<file path="src/rtl/mips_isa_pkg.sv">
// Shared MIPS-style ISA definitions: operation enumeration, opcodes and funct codes.
package mips_isa_pkg;

  typedef enum logic [4:0] {
    OpAdd  = 5'd0,
    OpSub  = 5'd1,
    OpAnd  = 5'd2,
    OpOr   = 5'd3,
    OpXor  = 5'd4,
    OpNor  = 5'd5,
    OpSlt  = 5'd6,
    OpSll  = 5'd7,
    OpSrl  = 5'd8,
    OpSra  = 5'd9,
    OpRor  = 5'd10,
    OpRol  = 5'd11,
    OpLw   = 5'd12,
    OpSw   = 5'd13,
    OpBeq  = 5'd14,
    OpBne  = 5'd15,
    OpAddi = 5'd16,
    OpSlti = 5'd17,
    OpAndi = 5'd18,
    OpOri  = 5'd19,
    OpXori = 5'd20,
    OpJ    = 5'd21
  } op_e;

  localparam logic [5:0] OpcRtype = 6'b000000;
  localparam logic [5:0] OpcLw    = 6'b100011;
  localparam logic [5:0] OpcSw    = 6'b101011;
  localparam logic [5:0] OpcBeq   = 6'b000100;
  localparam logic [5:0] OpcBne   = 6'b000101;
  localparam logic [5:0] OpcAddi  = 6'b001000;
  localparam logic [5:0] OpcSlti  = 6'b001010;
  localparam logic [5:0] OpcAndi  = 6'b001100;
  localparam logic [5:0] OpcOri   = 6'b001101;
  localparam logic [5:0] OpcXori  = 6'b001110;
  localparam logic [5:0] OpcJ     = 6'b000010;

  localparam logic [5:0] FnAdd = 6'b100000;
  localparam logic [5:0] FnSub = 6'b100010;
  localparam logic [5:0] FnAnd = 6'b100100;
  localparam logic [5:0] FnOr  = 6'b100101;
  localparam logic [5:0] FnXor = 6'b100110;
  localparam logic [5:0] FnNor = 6'b100111;
  localparam logic [5:0] FnSlt = 6'b101010;
  localparam logic [5:0] FnSll = 6'b000000;
  localparam logic [5:0] FnSrl = 6'b000010;
  localparam logic [5:0] FnSra = 6'b000011;
  localparam logic [5:0] FnRor = 6'b000001;
  localparam logic [5:0] FnRol = 6'b000101;

  function automatic logic is_branch(input logic [4:0] op);
    return (op == OpBeq) || (op == OpBne);
  endfunction

endpackage

</file>
<file path="src/rtl/instr_field_pack.sv">
// Combinational packing of an operation and its fields into a 32-bit instruction word.
module instr_field_pack
  import mips_isa_pkg::*;
(
  input  logic [4:0]  op_i,
  input  logic [4:0]  rs_i,
  input  logic [4:0]  rt_i,
  input  logic [4:0]  rd_i,
  input  logic [4:0]  shamt_i,
  input  logic [15:0] imm_i,
  input  logic [25:0] target_i,
  input  logic [15:0] offset_i,
  output logic [31:0] word_o,
  output logic        illegal_o
);

  // Select the format from the op and assemble the word; unknown ops flag illegal.
  always_comb begin
    word_o    = '0;
    illegal_o = 1'b0;
    case (op_i)
      OpAdd:   word_o = {OpcRtype, rs_i, rt_i, rd_i, shamt_i, FnAdd};
      OpSub:   word_o = {OpcRtype, rs_i, rt_i, rd_i, shamt_i, FnSub};
      OpAnd:   word_o = {OpcRtype, rs_i, rt_i, rd_i, shamt_i, FnAnd};
      OpOr:    word_o = {OpcRtype, rs_i, rt_i, rd_i, shamt_i, FnOr};
      OpXor:   word_o = {OpcRtype, rs_i, rt_i, rd_i, shamt_i, FnXor};
      OpNor:   word_o = {OpcRtype, rs_i, rt_i, rd_i, shamt_i, FnNor};
      OpSlt:   word_o = {OpcRtype, rs_i, rt_i, rd_i, shamt_i, FnSlt};
      OpSll:   word_o = {OpcRtype, rs_i, rt_i, rd_i, shamt_i, FnSll};
      OpSrl:   word_o = {OpcRtype, rs_i, rt_i, rd_i, shamt_i, FnSrl};
      OpSra:   word_o = {OpcRtype, rs_i, rt_i, rd_i, shamt_i, FnSra};
      OpRor:   word_o = {OpcRtype, rs_i, rt_i, rd_i, shamt_i, FnRor};
      OpRol:   word_o = {OpcRtype, rs_i, rt_i, rd_i, shamt_i, FnRol};
      OpLw:    word_o = {OpcLw,   rs_i, rt_i, imm_i};
      OpSw:    word_o = {OpcSw,   rs_i, rt_i, imm_i};
      OpBeq:   word_o = {OpcBeq,  rs_i, rt_i, offset_i};
      OpBne:   word_o = {OpcBne,  rs_i, rt_i, offset_i};
      OpAddi:  word_o = {OpcAddi, rs_i, rt_i, imm_i};
      OpSlti:  word_o = {OpcSlti, rs_i, rt_i, imm_i};
      OpAndi:  word_o = {OpcAndi, rs_i, rt_i, imm_i};
      OpOri:   word_o = {OpcOri,  rs_i, rt_i, imm_i};
      OpXori:  word_o = {OpcXori, rs_i, rt_i, imm_i};
      OpJ:     word_o = {OpcJ, target_i};
      default: illegal_o = 1'b1;
    endcase
  end

endmodule

</file>
<file path="src/rtl/instr_encoder.sv">
// Program-load encoder: accepts instruction requests and writes encoded words to
// consecutive instruction-memory addresses, one write per two cycles at most.
module instr_encoder
  import mips_isa_pkg::*;
#(
  parameter int unsigned ADDR_W = 10
) (
  input  logic              i_clk,
  input  logic              i_rst,
  input  logic              i_start,
  input  logic [ADDR_W-1:0] i_base_addr,
  input  logic              i_valid,
  output logic              o_ready,
  input  logic [4:0]        i_op,
  input  logic [4:0]        i_rs,
  input  logic [4:0]        i_rt,
  input  logic [4:0]        i_rd,
  input  logic [4:0]        i_shamt,
  input  logic [15:0]       i_imm,
  input  logic [ADDR_W-1:0] i_target,
  input  logic              i_last,
  output logic              o_imem_we,
  output logic [ADDR_W-1:0] o_imem_addr,
  output logic [31:0]       o_imem_wdata,
  output logic              o_done,
  output logic              o_err
);

  // Wide enough that target - (counter + 1) never wraps, and at least 17 bits.
  localparam int unsigned OffW = (ADDR_W + 2 > 17) ? ADDR_W + 2 : 17;

  typedef enum logic [1:0] {StIdle, StAccept, StWrite, StDone} state_e;

  state_e            state_q;
  logic [ADDR_W-1:0] cnt_q;
  logic              we_q;
  logic [ADDR_W-1:0] addr_q;
  logic [31:0]       wdata_q;
  logic              done_q;
  logic              err_q;
  logic              last_q;

  logic [OffW-1:0]   off_full;
  logic              off_oor;
  logic [31:0]       pack_word;
  logic              pack_illegal;
  logic              reject;

  // Branch offset relative to the slot after the one being written; range-check to 16 bits.
  always_comb begin
    off_full = OffW'(i_target) - (OffW'(cnt_q) + OffW'(1));
    off_oor  = is_branch(i_op) &&
               !((&off_full[OffW-1:15]) || !(|off_full[OffW-1:15]));
    reject   = pack_illegal || off_oor;
  end

  instr_field_pack u_pack (
    .op_i      (i_op),
    .rs_i      (i_rs),
    .rt_i      (i_rt),
    .rd_i      (i_rd),
    .shamt_i   (i_shamt),
    .imm_i     (i_imm),
    .target_i  (26'(i_target)),
    .offset_i  (off_full[15:0]),
    .word_o    (pack_word),
    .illegal_o (pack_illegal)
  );

  // Session FSM with registered write-port, done and error outputs.
  always_ff @(posedge i_clk or posedge i_rst) begin
    if (i_rst) begin
      state_q <= StIdle;
      cnt_q   <= '0;
      we_q    <= 1'b0;
      addr_q  <= '0;
      wdata_q <= '0;
      done_q  <= 1'b0;
      err_q   <= 1'b0;
      last_q  <= 1'b0;
    end else begin
      case (state_q)
        StIdle: begin
          if (i_start) begin
            cnt_q   <= i_base_addr;
            err_q   <= 1'b0;
            state_q <= StAccept;
          end
        end
        StAccept: begin
          if (i_valid) begin
            last_q  <= i_last;
            state_q <= StWrite;
            if (reject) begin
              err_q <= 1'b1;
            end else begin
              we_q    <= 1'b1;
              addr_q  <= cnt_q;
              wdata_q <= pack_word;
            end
          end
        end
        StWrite: begin
          we_q <= 1'b0;
          // Only a completed write advances the counter; wrapping past the top flags an error.
          if (we_q) begin
            cnt_q <= cnt_q + ADDR_W'(1);
            if (&cnt_q) err_q <= 1'b1;
          end
          if (last_q) begin
            done_q  <= 1'b1;
            state_q <= StDone;
          end else begin
            state_q <= StAccept;
          end
        end
        StDone: begin
          done_q  <= 1'b0;
          state_q <= StIdle;
        end
        default: state_q <= StIdle;
      endcase
    end
  end

  assign o_ready      = (state_q == StAccept);
  assign o_imem_we    = we_q;
  assign o_imem_addr  = addr_q;
  assign o_imem_wdata = wdata_q;
  assign o_done       = done_q;
  assign o_err        = err_q;

endmodule

</file>
<file path="config.mk">
export PLATFORM = sky130hd
export DESIGN_NAME = instr_encoder
export DESIGN_NICKNAME = d
export VERILOG_FILES = /design/src/rtl/mips_isa_pkg.sv /design/src/rtl/instr_field_pack.sv /design/src/rtl/instr_encoder.sv
export SDC_FILE = /design/constraint.sdc
export NUM_CORES = 1
export LEC_CHECK = 0
export ABC_AREA = 1
export CORE_MARGIN = 2
export CORE_UTILIZATION = 53
export CTS_BUF_LIST = sky130_fd_sc_hd__clkbuf_4
export DETAILED_ROUTE_END_ITERATION = 7
export GPL_TIMING_DRIVEN = 0
export PLACE_DENSITY = 0.89
export RECOVER_POWER = 100
export SLEW_MARGIN = 20
export SYNTH_ARGS = -nofsm -noshare
export SYNTH_HDL_FRONTEND = slang
export SYNTH_SLANG_ARGS = --single-unit
</file>
<file path="constraint.sdc">
create_clock -name i_clk -period 3.4 [get_ports i_clk]
set_input_delay 0.34 -clock i_clk [delete_from_list [all_inputs] [get_ports i_clk]]
set_output_delay 0.34 -clock i_clk [all_outputs]
set_load 0.005 [all_outputs]
</file>
Word-level counts from Yosys, hierarchy flattened --
Index checks and enable logic that the tools add are counted.
Word-level totals: register bits 58, input port bits 66, output and inout port bits 46, logic and storage cells 86
Operators by class: add/subtract/negate cells 3, equality and inequality tests 31, muxes and demuxes 20, bitwise operators 1, reductions and logical operators 23
Operators with widths (number):
- 32-bit one-hot mux with 22 select lines | 1
- 5-bit by 4-bit == test with 1-bit output, second input constant | 8
- 5-bit == test, second input constant | 6
- 22-bit OR reduction | 1
- 5-bit by 3-bit == test with 1-bit output, second input constant | 4
- 10-bit two-way mux | 2
- 10-bit one-hot mux with 2 select lines | 1
- 2-bit inequality test, second input constant | 6
- 10-bit by 11-bit subtractor with 12-bit output | 1
- 10-bit by 1-bit adder with 11-bit output, second input constant | 1
- 10-bit by 1-bit adder with 10-bit output, second input constant | 1
- 5-bit by 2-bit == test with 1-bit output, second input constant | 2
- 10-bit AND reduction | 1
- 1-bit two-way mux | 9
- 3-bit AND reduction | 3
- 2-bit one-hot mux with 4 select lines | 1
- 2-bit AND reduction | 4
- 2-bit two-way mux | 3
- 6-bit AND reduction | 1
- 2-bit nonzero test | 3
- 5-bit by 1-bit == test with 1-bit output, second input constant | 1
- 5-bit zero test | 1
- 2-bit == test, second input constant | 2
- 1-bit one-hot mux with 2 select lines | 2
- other kinds (10) | 13

Longest topological paths before layout --
Gate-level depths: netlist of the first run.
word-level depth 11, gate-level depth with buffers 12, depth with buffers taken out 12

By module --
A second synthesis of the first run with hierarchy kept.
Unflattened totals: cell total of the unflattened synthesis 606, area total of the unflattened synthesis 4119.0 um^2
Modules (own cells, without submodules):
- instr_encoder | times used 1, cells each 417, area each 3256.9 um^2, seq. area each 1451.4 um^2
- instr_field_pack | times used 1, cells each 189, area each 862.1 um^2, seq. area each 0.0 um^2

Worst setup path after synthesis of the first run --
OpenSTA, ideal clock, no wires.
path type reg-to-reg, start register cnt_q[0], end register wdata_q[6], in the netlist o_imem_wdata[6], library setup time 0.113 ns, data arrival time 1.653 ns, required time 3.287 ns, setup slack 1.634 ns, stages on the path, launching flop included 12, path buffers 0, period minus slack after synthesis 1.766 ns, cell sequence dfrtp_1 inv_1 ha_1 fa_1 nand2_1 nand3_1 nand3_1 nand3b_1 nand3_1 nand3_1 nand2_1 inv_1
Between the ends: word-level cells in the longest chain between the ends 10, elaborated cells between the ends (all ways) 12, classes of those cells add/sub: 2; mux: 1; bitwise: 1; reduce/logical: 8
RTL lines:
- start, declared | line instr_encoder.sv:35 | logic [ADDR_W-1:0] cnt_q;
- start signal, assigned | line instr_encoder.sv:85 | cnt_q <= i_base_addr;
- start signal, assigned | line instr_encoder.sv:107 | cnt_q <= cnt_q + ADDR_W'(1);
- 10-bit by 1-bit adder with 11-bit output * | line instr_encoder.sv:51 | off_full = OffW'(i_target) - (OffW'(cnt_q) + OffW'(1));
- 10-bit by 11-bit subtractor with 12-bit output * | line instr_encoder.sv:51
- 2-bit OR reduction | line instr_encoder.sv:53 | !((&off_full[OffW-1:15]) || !(|off_full[OffW-1:15]));
- 1-bit zero test | line instr_encoder.sv:53
- 1-bit logical OR | line instr_encoder.sv:53
- 1-bit zero test | line instr_encoder.sv:53
- 1-bit logical AND | line instr_encoder.sv:52 | off_oor = is_branch(i_op) &&
- 1-bit logical OR | line instr_encoder.sv:54 | reject = pack_illegal || off_oor;
- 1-bit inverter (no line)
- 3-bit AND reduction (no line)
- end signal, assigned | line instr_encoder.sv:99 | wdata_q <= pack_word;
- end, declared | line instr_encoder.sv:38 | logic [31:0] wdata_q;
Mark *: on every way between the ends. The rest lies on a longest branch, timed or not. A chain may end at the register's enable or synchronous reset.

Worst setup path after layout of the first run --
start register state_q[0], end register cnt_q[2]
Between the ends: word-level cells in the longest chain between the ends 3, elaborated cells between the ends (all ways) 7, classes of those cells eq/ne: 3; mux: 1; reduce/logical: 3
RTL lines:
- start, declared | line instr_encoder.sv:34 | state_e state_q;
- start signal, assigned | line instr_encoder.sv:73 | state_q <= StIdle;
- start signal, assigned | line instr_encoder.sv:87 | state_q <= StAccept;
- start signal, assigned | line instr_encoder.sv:93 | state_q <= StWrite;
- 2-bit == test or 2-bit zero test (tied branches) | line instr_encoder.sv:82 | case (state_q)
- 2-bit inequality test (no line) or 2-bit nonzero test (tied branches)
- 3-bit AND reduction (no line)
Several ways; a longest one is shown, not always the timed one.

==> flow_summary.yaml, run 1 <==
sta:
  slew_headroom_pct: -42.24
  worst_pin_slew_ns: 2.131
  final-setup-viol-count: 0
  max_freq_mhz: 424.7
  hold_viol: 0
  fin_crit_sh_pct: 69.25
  clock_skew_ns: 0.009345
  timing.hold.ws_ns: 0.3230
  setup_ws_ns: 1.045
  period_minus_slack_ns: 2.355
  slew_violations: 58
  rsz0062_at_grt: "false"
  setup_tns_ns: 0
drt:
  first_pass_iters: 5
  drc_errors: 0
  wirelength_um: 10800
  vias_per_cell: 5.372
  drt_iter0_markers: 369
  vias: 4018
  drt-wirelength-per-cell_um: 14.43
  ant_nets: 0
die:
  dieArea_um2: 7704
  fp.dieW_um: 87.78
  core_um2: 6794
  row_count: 30
  ios: 112
  initial_core_util_pct: 54.75
  die-height_um: 87.78
cts:
  htreeDepth: 3
  cts_resized: 0
  cts_hold_buf: 0
  root_buffer: "clkbuf_4"
  clockBufferDepth: 2
  cts_buffers: 9
  cts_tree: "built"
  cts.sinks: 57
  cts.reportedPaths.clkPinSlew_ns: 0.11
  cts_setup_buffers: 0
  clk_latency_ns: 0.44
grt:
  grt_pass1_wl_um: 17310
  grtUsageTotal_pct: 29.04
  antenna_found_initial: 0
  grt-ovfl-total: 0
  grt_max_degree: 58
  grt_pass1_vias: 3781
synthesis:
  synth_edf_count: 0
  syn_nets: 610
  synth_common_cells: "nand2_1 (159), dfrtp_1 (57), inv_1 (55)"
  syn_avg_cell_area_um2: 7.058
  syn_inst: 527
  synth_cell_type_count: 38
  ys_top_cells_by_area: "dfrtp_1 (38%), nand2_1 (16%), o21ai_0 (5.9%), inv_1 (5.5%), ha_1 (5.4%)"
  yosysMostFrequentCell: "nand2_1"
  syn_area_um2: 3720
  yosys.area.top_type: "dfrtp_1"
  synth_top_area_share_pct: 38.35
  yosysWarnings: 0
  async_reset_ff_share_pct: 100.0
  synth_flop_cell: "dfrtp_1"
  seq_area_frac_synth_pct: 38.35
  ys_ff_latch: 57
flow_run:
  maxCapViolations: 1
placement:
  port_buffers: 109
  dpl.hpwl_um: 8072
  pre_cts_ws_ns: 1.136
  gp_congestion: 0.9102
layout:
  n_fill_cell: 562
  layout-drive-gt1-share_pct: 4.755
  diodes: 0
  final_core_util_pct: 74.44
  syn_to_final_growth_pct: 35.96
  final_nets: 730
status:
  status: "finished with violations"
  violations: "max-capacitance violations, max-slew violations"
critical_path:
  worstPathMaxFanout: 10
  crit_path_start_kind: "register"
  endpoint_kind: "register"
  arrival_ns: 2.71
  required_ns: 3.76
  path_class: "register to register"
min_path:
  hold_path.class: "primary input to register"
power_and_ir_drop:
  p_leak_nw: 2.509
  power_density_nw_per_um2: 758.1
  ir_worst_vdd_mv: 0.4350
-- worst max-delay path: stages, from the launching register on --
cell and delay, ns:
dfrtp_1 0.42, inv_1 0.17, ha_1 0.18, clkbuf_1 0.31
inv_1 0.19, a21oi_1 0.19, nand2_1 0.22, inv_1 0.15
buf_4 0.17, o21ai_0 0.10, a22oi_1 0.17
-- placed cells by master (no fill, tap or decap), types with 5 or more instances in the layout --
cell             synthesis  routed
dlygate4sd3_1            0      46
a21oi_1                 26      26
o21ai_0                 44      44
ha_1                    16      16
clkbuf_4                 0      11
a21boi_0                 4       5
nor2_1                  50      50
or2_2                    5       5
nor3_1                   7       7
clkdlybuf4s50_1          0      63
dfrtp_1                 57      57
nand4_1                  6       6
nand2_1                159     160
or2_1                    9       9
clkbuf_1                 7      11
nand3_1                 39      40
inv_1                   55      56
-- metal layers --
layer / global-route usage (%) / wire length [um] / up-vias
met2: 48.07 / 5248 / 177
li1: - / - / 1942
met4: 13.71 / 245 / 0
met1: 36.92 / 4396 / 1871
met3: 5.184 / 906 / 28
met5: 0 / 0 / -
-- flip-flops by register name, indices dropped and copies added, names as in the netlist --
signal        count
o_imem_wdata     31
cnt_q            10
o_imem_addr      10
state_q           2
last_q            1
o_done            1
o_err             1
o_imem_we         1
-- final cells by class --
type,count,area (um2),area share (%)
inverters,57,214.0,4.231
well taps,96,120.1,2.375
plain buffers,16,80.08,1.583
multi-input cells,397,1964,38.84
repair buffers,109,1091,21.57
clock inverters,5,78.83,1.559
flip-flops and latches,57,1426,28.20
clock buffers,11,82.58,1.633
-- path summary, 6_finish.rpt --
kind                            startpoint          endpoint  slack (ns)  cells past startpoint
max                             state_q[0]          cnt_q[2]        1.05                     10
min                                i_op[4]  o_imem_wdata[28]        0.32                      4
max reg2reg                     state_q[0]          cnt_q[2]        1.05                     10
min reg2reg                o_imem_wdata[1]   o_imem_wdata[1]        0.49                      2
max in group asynchronous            i_rst    o_imem_addr[9]        1.13                      2
min in group asynchronous            i_rst  o_imem_wdata[12]        1.04                      2
-- stage by stage --
stage	cells	instance area (um2)	total power [mW]
final	748	5057	3.834
after global routing	748	5057	4.167
after CTS	748	5095	3.955
after detailed placement	732	4933	3.341
after global placement	732	4931	3.244
after floorplan	527	3720	2.405
-- kinds of logic after synthesis --
group / Yosys count / share of synthesized area [%]
XOR/XNOR: 1 / 0.2355
AND/OR/NAND/NOR: 285 / 32.93
adder cells (fa/ha/maj): 17 / 5.920
buffers and inverters: 73 / 8.443
other: 1 / 0.1008
AO/OA/AOI/OAI: 93 / 14.03
flip-flops: 57 / 38.35
-- where the power goes --
group          total (mW)  internal, mW  switching [mW]
combinational        2.03         0.919            1.11
sequential           1.19          1.00           0.192
clock               0.607         0.315           0.292
Note: power is estimated with default switching activity, not from simulation.
==> run 2: changes to the inputs <==
--- a/config.mk
+++ b/config.mk
@@ -7,11 +7,11 @@
 export LEC_CHECK = 0
 export ABC_AREA = 1
 export CORE_MARGIN = 2
-export CORE_UTILIZATION = 53
+export CORE_UTILIZATION = 49
 export CTS_BUF_LIST = sky130_fd_sc_hd__clkbuf_4
 export DETAILED_ROUTE_END_ITERATION = 7
 export GPL_TIMING_DRIVEN = 0
-export PLACE_DENSITY = 0.89
+export PLACE_DENSITY = 0.83
 export RECOVER_POWER = 100
 export SLEW_MARGIN = 20
 export SYNTH_ARGS = -nofsm -noshare
==> constraint.sdc (replaced) <==
create_clock -name i_clk -period 2.3 [get_ports i_clk]
set_input_delay 0.23 -clock i_clk [delete_from_list [all_inputs] [get_ports i_clk]]
set_output_delay 0.23 -clock i_clk [all_outputs]
set_load 0.005 [all_outputs]
==> flow_summary.yaml, run 2 (same netlist as run 1, synthesis figures left out) <==
status:
  status: "complete, no violations"
layout:
  final_common_cell: "nand2_1"
  final_nets: 730
  largest_reg_flops: 31
  diodes: 0
  final_cell_mix: "nand2_1 (160), clkdlybuf4s50_1 (63), dfrtp_1 (57), inv_1 (55), nor2_1 (50)"
  n_fill_cell: 641
  fin_area_um2: 5064
  syn_to_final_growth_pct: 36.13
  layout-drive-gt1-share_pct: 5.223
power_and_ir_drop:
  power_mw: 5.599
  ir_worst_vdd_mv: 0.6563
  p_leak_nw: 2.512
  power_density_nw_per_um2: 1106
sta:
  setup_ws_ns: 0.2017
  final-setup-viol-count: 0
  period_minus_slack_ns: 2.098
  slew_violations: 0
  clock_skew_ns: 0.01598
  slew_headroom_pct: 20.49
  rsz0062_at_grt: "false"
  fin_crit_sh_pct: 91.23
  hold_viol: 0
  worst_pin_slew_ns: 1.191
  max_freq_mhz: 476.6
drt:
  vias_per_cell: 5.212
  drc_errors: 0
  dr_wl_met3_um: 731
  ant_nets: 0
  top_layer_used: "met4"
  met1_length_um: 4593
  first_pass_iters: 6
  wl_met2_um: 5049
  drt_iter0_markers: 310
  drt-wirelength-per-cell_um: 14.08
  wirelength_um: 10560
  vias: 3909
cts:
  cts_tree: "built"
  htreeDepth: 3
  clockBufferDepth: 2
  cts_buffers: 9
  cts.sinks: 57
  root_buffer: "clkbuf_4"
  cts.reportedPaths.clkPinSlew_ns: 0.11
  cts_resized: 0
  cts_hold_buf: 0
  clk_latency_ns: 0.42
  cts_setup_buffers: 0
grt:
  grt_max_degree: 58
  grtUsageTotal_pct: 26.08
  grt-ovfl-total: 0
  grt_pass1_wl_um: 17470
  grt_pass1_vias: 3731
  antenna_found_initial: 0
critical_path:
  crit_path_start_kind: "register"
  required_ns: 2.07
  path_class: "register to output pin"
  worstPathMaxFanout: 7
  endpoint_kind: "output pin"
  r2r_slack_ns: 0.23
  arrival_ns: 1.87
placement:
  dpl.hpwl_um: 8023
  pre_cts_ws_ns: 0.1316
  gp_congestion: 0.8762
  port_buffers: 109
  placed_area_um2: 4937
min_path:
  hold_path.class: "primary input to register"
die:
  die-height_um: 91.13
  dieArea_um2: 8305
  initial_core_util_pct: 51.01
  fp.dieW_um: 91.13
  ios: 112
  row_count: 31
  core_um2: 7292
flow_run:
  maxCapViolations: 0
==> run 2: changes by cell type in the layout (fill, tap and decap cells not counted), sizes merged <==
cell,change
clkbuf,-5
buf,+3
clkinv,+2
inv,-1
==> run 2: worst max-delay path, stage by stage, from the launching register on <==
cell and delay [ns]:
dfrtp_1 0.43, inv_1 0.12, ha_1 0.29, dlygate4sd3_1 0.61
==> run 2: final timing paths <==
path	startpoint	cells past startpoint	to
min	i_op[4]	4	o_imem_wdata[28]
min in group asynchronous	i_rst	2	o_imem_wdata[0]
max reg2reg	state_q[1]	7	o_imem_wdata[0]
max	state_q[1]	3	o_ready
max in group asynchronous	i_rst	2	o_done
min reg2reg	o_imem_wdata[24]	2	o_imem_wdata[24]
==> run 2: through the flow <==
stage	setup TNS (ns)	hold slack, ns	instances	utilization [%]
3_5_place_dp	0	0.4640	735	67.71
3_3_place_gp	-21.54	0.4651	735	67.67
4_1_cts	0	0.2319	750	69.78
6_report	0	0.2360	750	69.44
5_1_grt	0	0.2611	750	69.44
2_1_floorplan	0	0.3270	527	-
==> run 2: report_power, final <==
group | internal (mW) | switching, mW
Clock | 0.431 | 0.423
Combinational | 1.37 | 1.63
Sequential | 1.48 | 0.267
==> run 2: per-layer routing <==
metal  vias up  global-route usage, %
met5         -                      0
met2       149                  45.00
li1       1959                      -
met3        17                  4.481
met1      1784                  33.40
met4         0                  8.081
==> run 2: layout make-up <==
| cell class | instances | area, um2 | share of cell area [%] |
|---|---|---|---|
| Multi-Input combinational cell | 397 | 1964 | 38.79 |
| Sequential cell | 57 | 1426 | 28.17 |
| Timing Repair Buffer | 109 | 1091 | 21.55 |
| Inverter | 57 | 214.0 | 4.225 |
| Tap cell | 99 | 123.9 | 2.446 |
| Buffer | 16 | 92.59 | 1.829 |
| Clock inverter | 6 | 83.83 | 1.656 |
| Clock buffer | 9 | 67.56 | 1.334 |
==> run 3: changes to the inputs <==
--- a/config.mk
+++ b/config.mk
@@ -6,6 +6,7 @@
 export NUM_CORES = 1
 export LEC_CHECK = 0
 export ABC_AREA = 1
+export CAP_MARGIN = 20
 export CORE_MARGIN = 2
 export CORE_UTILIZATION = 49
 export CTS_BUF_LIST = sky130_fd_sc_hd__clkbuf_4
@@ -17,3 +18,4 @@
 export SYNTH_ARGS = -nofsm -noshare
 export SYNTH_HDL_FRONTEND = slang
 export SYNTH_SLANG_ARGS = --single-unit
+export TNS_END_PERCENT = 50
==> results of run 3 <==
Final layout, timing and power as in run 2 (identical DEF).
